[config.mk]
export PLATFORM = sky130hd
export DESIGN_NAME = fetch_sequencer
export DESIGN_NICKNAME = d
export VERILOG_FILES = /design/src/rtl/fetch_sequencer.sv
export SDC_FILE = /design/constraint.sdc
export NUM_CORES = 1
export LEC_CHECK = 0
export BUFFER_PORTS_ARGS = -buffer_cell sky130_fd_sc_hd__buf_2
export CORE_ASPECT_RATIO = 1.4
export CORE_MARGIN = 5
export CORE_UTILIZATION = 50
export CTS_BUF_LIST = sky130_fd_sc_hd__clkbuf_4 sky130_fd_sc_hd__clkbuf_8
export DETAILED_ROUTE_END_ITERATION = 8
export PLACE_DENSITY = 0.89
export SLEW_MARGIN = 20
export SYNTH_ARGS = -nofsm -noshare
export SYNTH_HDL_FRONTEND = slang
export SYNTH_SLANG_ARGS = --single-unit
[constraint.sdc]
create_clock -name clk -period 2.3 [get_ports clk]
set_input_delay 0.46 -clock clk [delete_from_list [all_inputs] [get_ports clk]]
set_output_delay 0.46 -clock clk [all_outputs]
set_load 0.02 [all_outputs]
[src/rtl/fetch_sequencer.sv]
// -----------------------------------------------------------------------------
// fetch_sequencer
//
// Front end of the multi-cycle core. Owns the PC and the 4-phase
// instruction-cycle counter (IF, ID, EX, WB) that paces the later stages.
// Each instruction is fetched over a req/ack port. The execute-stage redirect
// is consumed in WB. A fetch timeout or a misaligned jump target halts the
// sequencer until reset.
//
// Ports:
//   clk, rst            clock, synchronous active-high reset
//   inst_req/inst_addr  fetch request and address (address is always pc)
//   inst_ack/inst_rdata memory accept; read data is valid in the ack cycle
//   pc_jmp/pc_jmpaddr   registered redirect from execute, valid in WB
//   pc, inst            PC and latched instruction word of the instruction in flight
//   instcycle_cnt_val   phase 0=IF 1=ID 2=EX 3=WB
//   inst_commit         one-cycle pulse in WB of every retired instruction
//   halted, err_code    sticky halt flag; 00 none, 01 timeout, 10 misaligned jump
// -----------------------------------------------------------------------------
module fetch_sequencer #(
    parameter logic [63:0] RESET_PC      = 64'h0000_0000_8000_0000,
    parameter int unsigned FETCH_TIMEOUT = 16
) (
    input  logic        clk,
    input  logic        rst,
    output logic        inst_req,
    output logic [63:0] inst_addr,
    input  logic        inst_ack,
    input  logic [31:0] inst_rdata,
    input  logic        pc_jmp,
    input  logic [63:0] pc_jmpaddr,
    output logic [63:0] pc,
    output logic [31:0] inst,
    output logic [7:0]  instcycle_cnt_val,
    output logic        inst_commit,
    output logic        halted,
    output logic [1:0]  err_code
);

    typedef enum logic [1:0] {
        PH_IF = 2'd0,
        PH_ID = 2'd1,
        PH_EX = 2'd2,
        PH_WB = 2'd3
    } phase_e;

    localparam logic [1:0] ERR_NONE     = 2'b00;
    localparam logic [1:0] ERR_TIMEOUT  = 2'b01;
    localparam logic [1:0] ERR_MISALIGN = 2'b10;

    // Last wait-counter value at which a missing ack still gets one more chance.
    localparam logic [7:0] TIMEOUT_LAST = 8'(FETCH_TIMEOUT - 1);

    // Jump targets must be 32-bit word aligned.
    function automatic logic is_word_aligned(input logic [63:0] addr);
        return (addr[1:0] == 2'b00);
    endfunction

    phase_e      phase_q, phase_d;
    logic [63:0] pc_q, pc_d;
    logic [31:0] inst_q, inst_d;
    logic [7:0]  wait_q, wait_d;
    logic        halted_q, halted_d;
    logic [1:0]  err_q, err_d;

    // Next-state logic: phase sequencing, fetch wait/timeout, WB redirect.
    always_comb begin
        phase_d  = phase_q;
        pc_d     = pc_q;
        inst_d   = inst_q;
        wait_d   = wait_q;
        halted_d = halted_q;
        err_d    = err_q;
        if (!halted_q) begin
            case (phase_q)
                PH_IF: begin
                    // req is high here (reset is handled in the register block).
                    if (inst_ack) begin
                        inst_d  = inst_rdata;
                        phase_d = PH_ID;
                        wait_d  = 8'd0;
                    end else begin
                        if (wait_q != 8'hFF) begin
                            wait_d = wait_q + 8'd1;
                        end else begin
                            wait_d = wait_q;
                        end
                        if (wait_q == TIMEOUT_LAST) begin
                            halted_d = 1'b1;
                            err_d    = ERR_TIMEOUT;
                        end else begin
                            halted_d = halted_q;
                        end
                    end
                end
                PH_ID: phase_d = PH_EX;
                PH_EX: phase_d = PH_WB;
                PH_WB: begin
                    phase_d = PH_IF;
                    if (pc_jmp) begin
                        // A misaligned target still retires this instruction,
                        // but the PC is left alone and the sequencer stops.
                        if (is_word_aligned(pc_jmpaddr)) begin
                            pc_d = pc_jmpaddr;
                        end else begin
                            halted_d = 1'b1;
                            err_d    = ERR_MISALIGN;
                        end
                    end else begin
                        pc_d = pc_q + 64'd4;
                    end
                end
                default: phase_d = PH_IF;
            endcase
        end else begin
            phase_d = phase_q;
        end
    end

    // State registers with synchronous reset; reset abandons any pending fetch.
    always_ff @(posedge clk) begin
        if (rst) begin
            phase_q  <= PH_IF;
            pc_q     <= RESET_PC;
            inst_q   <= 32'd0;
            wait_q   <= 8'd0;
            halted_q <= 1'b0;
            err_q    <= ERR_NONE;
        end else begin
            phase_q  <= phase_d;
            pc_q     <= pc_d;
            inst_q   <= inst_d;
            wait_q   <= wait_d;
            halted_q <= halted_d;
            err_q    <= err_d;
        end
    end

    assign inst_req          = (phase_q == PH_IF) & ~halted_q & ~rst;
    assign inst_commit       = (phase_q == PH_WB) & ~halted_q & ~rst;
    assign inst_addr         = pc_q;
    assign pc                = pc_q;
    assign inst              = inst_q;
    assign instcycle_cnt_val = {6'd0, phase_q};
    assign halted            = halted_q;
    assign err_code          = err_q;

endmodule

Word level (Yosys, flattened, before mapping)
Cells that the tools add are included.

storage, ports and cells
  bits in registers = 109
  input port bits = 100
  output and inout bits = 173
  logic and storage cells = 51

operators by class
  add/sub/neg operators = 2
  equal/unequal tests = 11
  mux-type cells = 17
  bitwise logic cells = 6
  reduce and logical (&&, ||, !) cells = 9

operator list
  cell                                                                      number
  64-bit 2-to-1 mux                                                         2
  64-bit by 3-bit adder with 64-bit output (second input constant)          1
  8-bit 2-to-1 mux                                                          2
  2-bit 2-to-1 mux                                                          5
  2-bit inequality test (second input constant)                             5
  3-bit AND reduction                                                       3
  8-bit by 1-bit adder with 8-bit output (second input constant)            1
  8-bit by 4-bit equality test with 1-bit output (second input constant)    1
  8-bit inequality test (second input constant)                             1
  2-bit case mux with 4 select lines                                        1
  6-bit AND reduction                                                       1
  1-bit 2-to-1 mux                                                          5
  1-bit bitwise AND                                                         4
  2-bit equality test (second input constant)                               2
  2-bit zero test                                                           2
  2-bit case mux with 2 select lines                                        1
  2-bit nonzero test                                                        2
  2-bit by 1-bit equality test with 1-bit output (second input constant)    1
  2-bit by 1-bit inequality test with 1-bit output (second input constant)  1
  1-bit NOT                                                                 2
  1-bit case mux with 2 select lines                                        1
  2-bit AND reduction                                                       1

Depth between registers and ports, before layout
Gate-level depths: netlist of the first run.

  depth in word-level cells = 5
  gate-level depth with buffers = 8
  mapped depth without buffers = 7

Worst setup path after synthesis of the first run
No wires, ideal clock.

  kind = register to register
  start point = register pc_q[6], in the netlist inst_addr[6]
  end point = register pc_q[35], in the netlist inst_addr[35]
  setup time = 86 ps
  data arrival time = 2,148 ps
  data required time = 2,214 ps
  slack = 66 ps
  cell stages (with the launch flop) = 8
  buffers on the path = 2
  period minus slack after synthesis = 2,234 ps
  cells stage by stage = dfxtp_1 > buf_2 > nand4_4 > or4_1 > buf_2 > nor4_4 > a21boi_1 > a221oi_2

between the ends
  word-level cells in the longest chain between the ends = 2

ends and longest elaborated chain
  item                                      line  RTL
  start, declared                           60    logic [63:0] pc_q, pc_d;
  start signal, assigned                    131   pc_q <= pc_d;
  64-bit by 3-bit adder with 64-bit output  110   pc_d = pc_q + 64'd4;
  64-bit 2-to-1 mux                         100   if (pc_jmp) begin

No other way between the ends.
A chain may end at the register's enable or synchronous reset.

Worst setup path in the final report of the first run
  start point = register pc_q[30], in the netlist inst_addr[30]
  end point = register pc_q[58], in the netlist inst_addr[58]

The elaborated chain is that of the path after synthesis.

==> reports/results.txt, run 1 <==
status: finished, final reports clean
grt ovf: 0
total track usage: 0.304
Routability Congestion: 1.05
RSZ-0062 raised after global routing: no
Syn-to-layout area delta: 25.4%
pwr dens: 645 nW/um^2
chip width: 109 um
Max Cap Viol: 0
cell accounting for the most synthesized area: dfxtp_1
post-route ant nets: 0
yosys warns: 0
max-slew violations: 0
Avg Vias per Cell: 6.04
number of synthesized flops with an enable pin: 0
kind of start point of the critical path: register
global-route wire length before repair: 39.0 mm
Vias: 8150
Initial Util: 0.509
PortBufs: 266
Hold Path Class: input port to register
Yosys top cell area share: 0.320
FP Rows: 50
Post-CTS Setup Repair Bufs: 0
worst path arrival time: 2580 ps
drt pass-1 iters: 6
num ports: 273
Syn Area/Cell: 7.35 um^2
sequential cell area: 2180 um^2
largest net degree at the start of global routing: 69
setup violators final: 0
Synth Instances: 927
relative max-transition margin: 0.547
hold buffers post-CTS: 0
critical path class: register to register
number of global-route vias before repair: 7502
final net count: 1267
CTS tree: yes
root buffer cell: clkbuf_8
die area: 16100 um^2
DR WL/cell: 18.8 um
drt total wl: 25.4 mm
total clock sinks: 109
maximum fanout along the worst path: 5
Least-Margin Pin Slew: 680 ps
worst endpoint required time: 2590 ps
Synth top cells by count: nand2_1, dfxtp_1, nor2_1
FILL cells: 1224
Yosys reg bits: 109
leak pwr: 3.80 nW
Primary FF master, synth: dfxtp_1
clock-pin transition on the worst setup and hold timing paths: 130 ps
H-tree levels: 3
die height: 148 um
Worst VDD drop: 0.827 mV
Reg2Reg Depth: 5
most frequent cell after synthesis: nand2_1
Final Cycle Share: 0.997
drt first-iter violations: 740
final core utilization: 0.638
FFs w/ async S/R, synth: 0
top post-synthesis cells by area: dfxtp_1, nand2_1, buf_4, a21oi_1, nor2_1
Clock Latency Late Sink: 410 ps
CORE AREA: 13400 um^2
CTS max path bufs: 2
DRC viols: 0
minimum clock period: 2290 ps
crit end category: register
fmax: 436 MHz
Worst Skew: 14.9 ps
hold path cells: 3
setup TNS: 0 ps
sequential share of the synthesized area: 0.320
final count of hold timing violations: 0
footprint of the multi-input gates: 3870 um^2
initial antenna violation count: 0
layout cells sized above 1: 0.330
Cell Area, Synth: 6810 um^2
final HPWL from detailed placement: 19.0 mm
TritonCTS Buffers: 9
Yosys cell types: 65
-- cell families after synthesis --
logic type,after synthesis,synth area share
fa+ha+maj,5,0.00918
xor+xnor,6,0.00771
flops,109,0.320
buf+inv,140,0.116
other cells,1,0.000550
simple gates,438,0.322
mux,12,0.0176
compound gates,216,0.206
-- timing repair --
action,in CTS,in global routing
gates resized for setup,0,2
hold endpoints to repair,0,0
setup endpoints to repair,0,1
-- where the power goes --
part	switching (W)	internal (W)
registers	0.000186	0.00210
clock network	0.000842	0.000468
logic	0.00125	0.000661
-- sequential cells by signal, indices dropped and copies added (netlist names) --
| name | count |
|---|---|
| wait_q | 8 |
| inst_addr | 64 |
| inst | 32 |
| halted | 1 |
| phase_q | 2 |
| err_code | 2 |
-- final timing paths --
check	from	end	slack, ps
worst max register to register	inst_addr[30]$_SDFFE_PP0P_	inst_addr[58]$_SDFFE_PP0P_	6
worst min-delay path	inst_rdata[31]	inst[31]$_SDFFE_PP0P_	270
worst max-delay path	inst_addr[30]$_SDFFE_PP0P_	inst_addr[58]$_SDFFE_PP0P_	6
worst min register to register	inst[6]$_SDFFE_PP0P_	inst[6]$_SDFFE_PP0P_	460
-- final cells by class --
class                           instances  share of cell area
Clock inverter                          7              0.0119
Timing Repair Buffer                  349               0.233
Antenna cell                            1            0.000293
Multi-Input combinational cell        683               0.453
Tap cell                              182              0.0267
Clock buffer                            9              0.0145
Inverter                               10             0.00439
Sequential cell                       109               0.256
-- cells in the final DEF, fill, tap and decap left out, types with 20 or more instances in the layout --
master   Yosys  layout
buf_2        3     265
o21ai_0     34      34
buf_4       70      81
dfxtp_1    109     107
nor3_1      21      20
nand2_1    149     149
a21oi_1     71      71
nor2_1      78      76
nand3_1     49      49
and3_1      21      21
nand4_1     44      44
nor4_1      20      20
-- stage by stage --
step | setup WS (ps) | cells | total power (W) | hold slack (ps) | cell area, um^2
after global placement | 173 | 1333 | 0.00418 | 439 | 8310
after CTS | 44.8 | 1349 | 0.00550 | 258 | 8540
after detailed placement | 74.6 | 1333 | 0.00422 | 445 | 8310
after global routing | 6.76 | 1349 | 0.00580 | 260 | 8540
final | 6.20 | 1350 | 0.00551 | 268 | 8540
after floorplan | 66.1 | 932 | 0.00357 | 495 | 6830
-- per-layer routing --
layer / track usage / part of all wire / wire length (um)
met1: 0.367 / 0.36 / 9040
met5: 0 / 0 / 0
met3: 0.0656 / 0.11 / 2760
met2: 0.503 / 0.48 / 12200
met4: 0.155 / 0.053 / 1350
-- worst max-delay path: stages, from the launching register on --
cell and delay [ps]:
dfxtp_1 460, nand4_1 140, nor4_1 610, nand4_1 230, and3_1 230, or4_1 500
Power figures use the tool's default switching activity.
==> inputs of run 2 (changes only) <==
--- a/config.mk
+++ b/config.mk
@@ -6,12 +6,15 @@
 export NUM_CORES = 1
 export LEC_CHECK = 0
 export BUFFER_PORTS_ARGS = -buffer_cell sky130_fd_sc_hd__buf_2
+export CELL_PAD_IN_SITES_DETAIL_PLACEMENT = 0
+export CELL_PAD_IN_SITES_GLOBAL_PLACEMENT = 2
 export CORE_ASPECT_RATIO = 1.4
 export CORE_MARGIN = 5
-export CORE_UTILIZATION = 50
+export CORE_UTILIZATION = 27
 export CTS_BUF_LIST = sky130_fd_sc_hd__clkbuf_4 sky130_fd_sc_hd__clkbuf_8
 export DETAILED_ROUTE_END_ITERATION = 8
-export PLACE_DENSITY = 0.89
+export PLACE_DENSITY = 0.9
+export SKIP_CTS_REPAIR_TIMING = 1
 export SLEW_MARGIN = 20
 export SYNTH_ARGS = -nofsm -noshare
 export SYNTH_HDL_FRONTEND = slang
==> run 2 against run 1 <==
Compared with the run above: sequential cell count did not move; clock power up 12%; combinational power is 4% higher; global-route usage decreased by 11 points.
==> reports/results.txt, run 2 (same netlist as run 1, synthesis figures left out) <==
TritonCTS Buffers: 9 (unchanged)
Vias: 7924 (-2.8%)
setup violators final: 0 (unchanged)
CORE AREA: 24800 um^2 (+85%)
final HPWL from detailed placement: 22.2 mm (+17%)
Max Cap Viol: 0 (unchanged)
num ports: 273 (unchanged)
Max stage delay on crit path: 570 ps (-40 ps)
number of global-route vias before repair: 7774 (+3.6%)
Worst VDD drop: 0.371 mV (-55%)
clock-pin transition on the worst setup and hold timing paths: 130 ps (about the same)
Hold WS: 254 ps (-14.3 ps)
Avg Vias per Cell: 5.31 (-12%)
footprint of the multi-input gates: 3880 um^2 (+0.13%)
worst path arrival time: 2510 ps (-70 ps)
setup ws final: 123 ps (+117 ps)
PortBufs: 266 (unchanged)
final net count: 1277 (+0.79%)
status: finished, final reports clean
initial antenna violation count: 2 (+2)
CP max-delay cell: nor4_1
reg2reg start: inst_addr[25]$_SDFFE_PP0P_
die height: 198 um (+34%)
relative max-transition margin: 0.553 (+0.00677)
total track usage: 0.198 (-0.106)
critical path cell sequence: nand3_1, nor4_1, nand4_1, buf_4, o311a_1
hold_sp: inst_rdata[1]
CTS max path bufs: 2 (unchanged)
layout cells sized above 1: 0.338 (+0.00824)
setup TNS: 0 ps (unchanged)
DRC viols: 0 (unchanged)
DR WL/cell: 19.6 um (+4.3%)
Largest register FFs: 64 (unchanged)
Tot Pwr: 0.00573 W (+4.1%)
Worst Skew: 22.6 ps (+7.71 ps)
maximum fanout along the worst path: 7 (+2)
final count of hold timing violations: 0 (unchanged)
global-route wire length before repair: 44.2 mm (+13%)
Hold Path Class: input port to register
max-slew violations: 0 (unchanged)
Initial Util: 0.275 (-0.234)
leak pwr: 3.88 nW (+2.1%)
Clock Latency Late Sink: 430 ps (+20 ps)
Placed Instances: 1476 (+11%)
n_diodes: 0 (-1)
die area: 28600 um^2 (+77%)
pre-CTS setup slack: 134 ps (+59.4 ps)
Critical path origin: inst_addr[25]$_SDFFE_PP0P_
minimum clock period: 2180 ps (-117 ps)
total clock sinks: 109 (unchanged)
pwr dens: 649 nW/um^2 (+0.64%)
RSZ-0062 raised after global routing: no
fmax: 459 MHz (+5.4%)
largest net degree at the start of global routing: 75 (+8.7%)
hold path cells: 3 (unchanged)
post-route insts no fill: 1492 (+11%)
Syn-to-layout area delta: 29.7%
drt pass-1 iters: 5 (-1)
worst endpoint required time: 2640 ps (+50 ps)
FP Rows: 68 (+36%)
Final Cycle Share: 0.947 (-0.0507)
drt total wl: 29.2 mm (+15%)
H-tree levels: 3 (unchanged)
drt first-iter violations: 541 (-27%)
critical path class: register to register
post-route ant nets: 0 (unchanged)
commonest non-fill, non-tap cell in the layout: buf_2
Least-Margin Pin Slew: 670 ps (-10.2 ps)
most frequent cells in the layout: buf_2, nand2_1, dfxtp_1, buf_4, nor2_1
FILL cells: 2731 (+120%)
Reg2Reg Depth: 5 (unchanged)
crit end category: register
sequential cell area: 2190 um^2 (about the same)
grt ovf: 0 (unchanged)
root buffer cell: clkbuf_8
chip width: 144 um (+33%)
CTS tree: yes
kind of start point of the critical path: register
Routability Congestion: 0.969 (-7.5%)
## run 2: cell count changes in the layout (fill, tap and decap cells not counted), moves of 2 or more
cell	change
clkinv_8	-2
bufinv_16	+2
buf_12	+3
inv_8	+2
inv_12	-3
buf_4	+8
## run 2: routing by layer
metal | wire [um] | vias up | track usage
li1 | - | 3798 | -
met1 | 11600 | 3753 | 0.242
met2 | 14700 | 305 | 0.341
met3 | 1860 | 64 | 0.0312
met4 | 1070 | 4 | 0.0888
met5 | 21 | - | 0
## run 2: per-stage QoR
| step | utilization | area [um^2] |
|---|---|---|
| 6_report | 0.357 | 8840 |
| 5_1_grt | 0.357 | 8840 |
| 4_1_cts | 0.357 | 8830 |
| 3_5_place_dp | 0.347 | 8600 |
| 3_3_place_gp | 0.347 | 8600 |
| 2_1_floorplan | - | 6830 |
## run 2: path summary, 6_finish.rpt
check | to | slack [ps]
max | inst_addr[59]$_SDFFE_PP0P_ | 120
min | inst[1]$_SDFFE_PP0P_ | 250
max reg2reg | inst_addr[59]$_SDFFE_PP0P_ | 120
min reg2reg | inst[19]$_SDFFE_PP0P_ | 460
## run 2: cell type report
cell class	count	area share
timing repair buffer	359	0.239
tap	315	0.0446
multi-input combinational	683	0.439
clock buffer	9	0.0140
sequential	109	0.247
clock inverter	7	0.0126
inverter	10	0.00425
## run 2: worst max-delay path, delay by kind of cell, from the launching register on
kind            cells  cell delay (ps)
compound gates      1              310
buf+inv             1              220
flops               1              490
simple gates        3             1080
## run 2: where the power goes
group          switching [W]  internal, W
clock               0.000823     0.000645
combinational        0.00130     0.000686
sequential          0.000184      0.00210
total                0.00230      0.00343
==> inputs of run 3 (changes only) <==
--- a/config.mk
+++ b/config.mk
@@ -9,7 +9,7 @@
 export CELL_PAD_IN_SITES_DETAIL_PLACEMENT = 0
 export CELL_PAD_IN_SITES_GLOBAL_PLACEMENT = 2
 export CORE_ASPECT_RATIO = 1.4
-export CORE_MARGIN = 5
+export CORE_MARGIN = 2
 export CORE_UTILIZATION = 27
 export CTS_BUF_LIST = sky130_fd_sc_hd__clkbuf_4 sky130_fd_sc_hd__clkbuf_8
 export DETAILED_ROUTE_END_ITERATION = 8
==> constraint.sdc (replaced) <==
create_clock -name clk -period 2.3 [get_ports clk]
set_input_delay 0.46 -clock clk [delete_from_list [all_inputs] [get_ports clk]]
set_output_delay 0.46 -clock clk [all_outputs]
set_load 0.05 [all_outputs]
==> run 3 against run 2 <==
Compared with the run above: clock skew is 7.4 ps lower; via count decreased by 0.62%; global-route usage rose by 0.75 points; first-iteration DRC count rose by 6.8%; largest power group is now combinational logic.
==> reports/results.txt, run 3 (same netlist as run 1, synthesis figures left out) <==
drt total wl: 28.3 mm (-3.4%)
Tot Pwr: 0.00643 W (+12%)
fmax: 460 MHz (+0.25%)
CP max-delay cell: dfxtp_2
initial antenna violation count: 5 (+3)
number of global-route vias before repair: 7489 (-3.7%)
Critical path origin: phase_q[0]$_SDFFE_PP0P_
Initial Util: 0.275 (unchanged)
worst path arrival time: 1710 ps (-800 ps)
drt first-iter violations: 578 (+6.8%)
critical path depth: 5 (unchanged)
Final Cycle Share: 0.944 (-0.00237)
final HPWL from detailed placement: 21.1 mm (-4.9%)
reg2reg end: inst_addr[58]$_SDFFE_PP0P_
die area: 26500 um^2 (-7.1%)
Worst VDD drop: 0.402 mV (+8.3%)
Internal Pwr Total: 0.00352 W (+2.7%)
share of power burned in registers: 0.358 (-0.040)
relative max-transition margin: 0.569 (+0.0153)
Setup crit end: inst_commit
drt pass-1 iters: 5 (unchanged)
most frequent cells in the layout: buf_2, nand2_1, dfxtp_1, buf_4, nor2_1
clock-pin transition on the worst setup and hold timing paths: 120 ps (about the same)
H-tree levels: 3 (unchanged)
kind of start point of the critical path: register
final core utilization: 0.355 (-0.00192)
RSZ-0062 raised after global routing: no
root buffer cell: clkbuf_8
CORE AREA: 24800 um^2 (unchanged)
DR WL/cell: 19.1 um (-2.7%)
leak pwr: 3.82 nW (-1.6%)
Clock Power Share: 0.238 (-0.018)
layout cells sized above 1: 0.348 (+0.00949)
Max stage delay on crit path: 370 ps (-200 ps)
Reg2Reg Depth: 5 (unchanged)
PortBufs: 266 (unchanged)
Top Family by Delay on Critical Path: buffers and inverters
chip width: 138 um (-4.2%)
Avg Vias per Cell: 5.31 (about the same)
post-route ant nets: 0 (unchanged)
FILL cells: 2705 (-0.95%)
Routability Congestion: 0.903 (-6.8%)
commonest non-fill, non-tap cell in the layout: buf_2
switching portion of total power: 0.452 (+0.0501)
Hold Path Class: input port to register
Worst Skew: 15.1 ps (-7.44 ps)
FP Rows: 68 (unchanged)
TritonCTS Buffers: 9 (unchanged)
grt ovf: 0 (unchanged)
Syn-to-layout area delta: 29.0%
Largest register FFs: 64 (unchanged)
Vias: 7875 (-0.62%)
status: finished, final reports clean
final net count: 1265 (-0.94%)
max-slew violations: 0 (unchanged)
final count of hold timing violations: 0 (unchanged)
largest net degree at the start of global routing: 64 (-15%)
Final Instance Area: 8790 um^2 (-0.54%)
Max Cap Viol: 0 (unchanged)
setup violators final: 0 (unchanged)
DRC viols: 0 (unchanged)
crit end category: output pin
Clock Latency Late Sink: 420 ps (about the same)
worst reg-to-reg setup slack: 140 ps (+20 ps)
worst endpoint required time: 1840 ps (-800 ps)
switching pwr: 0.00291 W (+26%)
total clock sinks: 109 (unchanged)
CTS tree: yes
CTS max path bufs: 2 (unchanged)
critical path cell sequence: ha_1, nand2b_1, buf_4, nor2_2, clkbuf_4
critical path class: register to output pin
num ports: 273 (unchanged)
setup TNS: 0 ps (unchanged)
die height: 192 um (-3.0%)
Least-Margin Pin Slew: 647 ps (-22.9 ps)
combinational share of power: 0.404 (+0.058)
Bufs and invs on worst path: 2 (+1)
reg2reg start: inst_addr[31]$_SDFFE_PP1P_
minimum clock period: 2170 ps (-5.45 ps)
global-route wire length before repair: 43.1 mm (-2.5%)
placed inst area: 8530 um^2 (-0.80%)
pwr dens: 731 nW/um^2 (+13%)
maximum fanout along the worst path: 5 (-2)
total track usage: 0.206 (+0.00752)
-- run 3: cell types whose count changed in the layout (fill, tap and decap cells not counted), moves of 2 or more --
| cell | change |
|---|---|
| dfxtp_1 | -17 |
| dfxtp_2 | +17 |
| buf_4 | -11 |
| diode_2 | +2 |
| inv_8 | -2 |
-- run 3: per-layer routing --
| layer | vias up | part of all wire | global-route usage |
|---|---|---|---|
| li1 | 3790 | - | - |
| met1 | 3708 | 0.40 | 0.244 |
| met2 | 304 | 0.51 | 0.364 |
| met3 | 69 | 0.058 | 0.0334 |
| met4 | 4 | 0.036 | 0.0950 |
| met5 | - | 0.00071 | 0 |
-- run 3: power by group through the flow --
| stage | clock [W] | sequential, W | combinational (W) |
|---|---|---|---|
| 6_report | 0.00153 | 0.00230 | 0.00260 |
| 5_1_grt | 0.00163 | 0.00234 | 0.00278 |
| 3_3_place_gp | 0 | 0.00234 | 0.00259 |
| 3_5_place_dp | 0 | 0.00235 | 0.00261 |
| 2_1_floorplan | 0 | 0.00302 | 0.00121 |
| 4_1_cts | 0.00158 | 0.00230 | 0.00262 |
-- run 3: worst min-delay path, delay by kind of cell --
kind,cells,cell delay [ps]
AO/OA/AOI/OAI,1,50
buffers and inverters,1,90
AND/OR/NAND/NOR,1,40
-- run 3: worst min-delay path by stage --
stage | cells past startpoint | startpoint | end
CTS | 3 | inst_rdata[2] | inst[2]$_SDFFE_PP0P_
detailed placement | 2 | inst[31]$_SDFFE_PP0P_ | inst[31]$_SDFFE_PP0P_
floorplan | 2 | wait_q[7]$_SDFFE_PP0P_ | wait_q[7]$_SDFFE_PP0P_
finish | 3 | inst_rdata[28] | inst[28]$_SDFFE_PP0P_
global route | 3 | inst_rdata[30] | inst[30]$_SDFFE_PP0P_
global placement | 2 | inst[16]$_SDFFE_PP0P_ | inst[16]$_SDFFE_PP0P_
-- run 3: cell type report --
class / instances / area (um^2) / share of cell area
clock buffers: 9 / 124 / 0.0141
clock inverters: 7 / 128 / 0.0145
inverters: 10 / 37.5 / 0.00427
diodes: 2 / 5.00 / 0.000569
repair buffers: 347 / 2010 / 0.229
multi-input cells: 683 / 3890 / 0.442
flip-flops and latches: 109 / 2210 / 0.251
well taps: 315 / 394 / 0.0448
-- run 3: stage by stage --
step                hold slack (ps)  setup WS [ps]  instances
global route                    253           1.54       1481
finish                          268            128       1482
CTS                             249           73.3       1480
floorplan                       495          -47.4        932
detailed placement              443            121       1464
global placement                439            149       1464
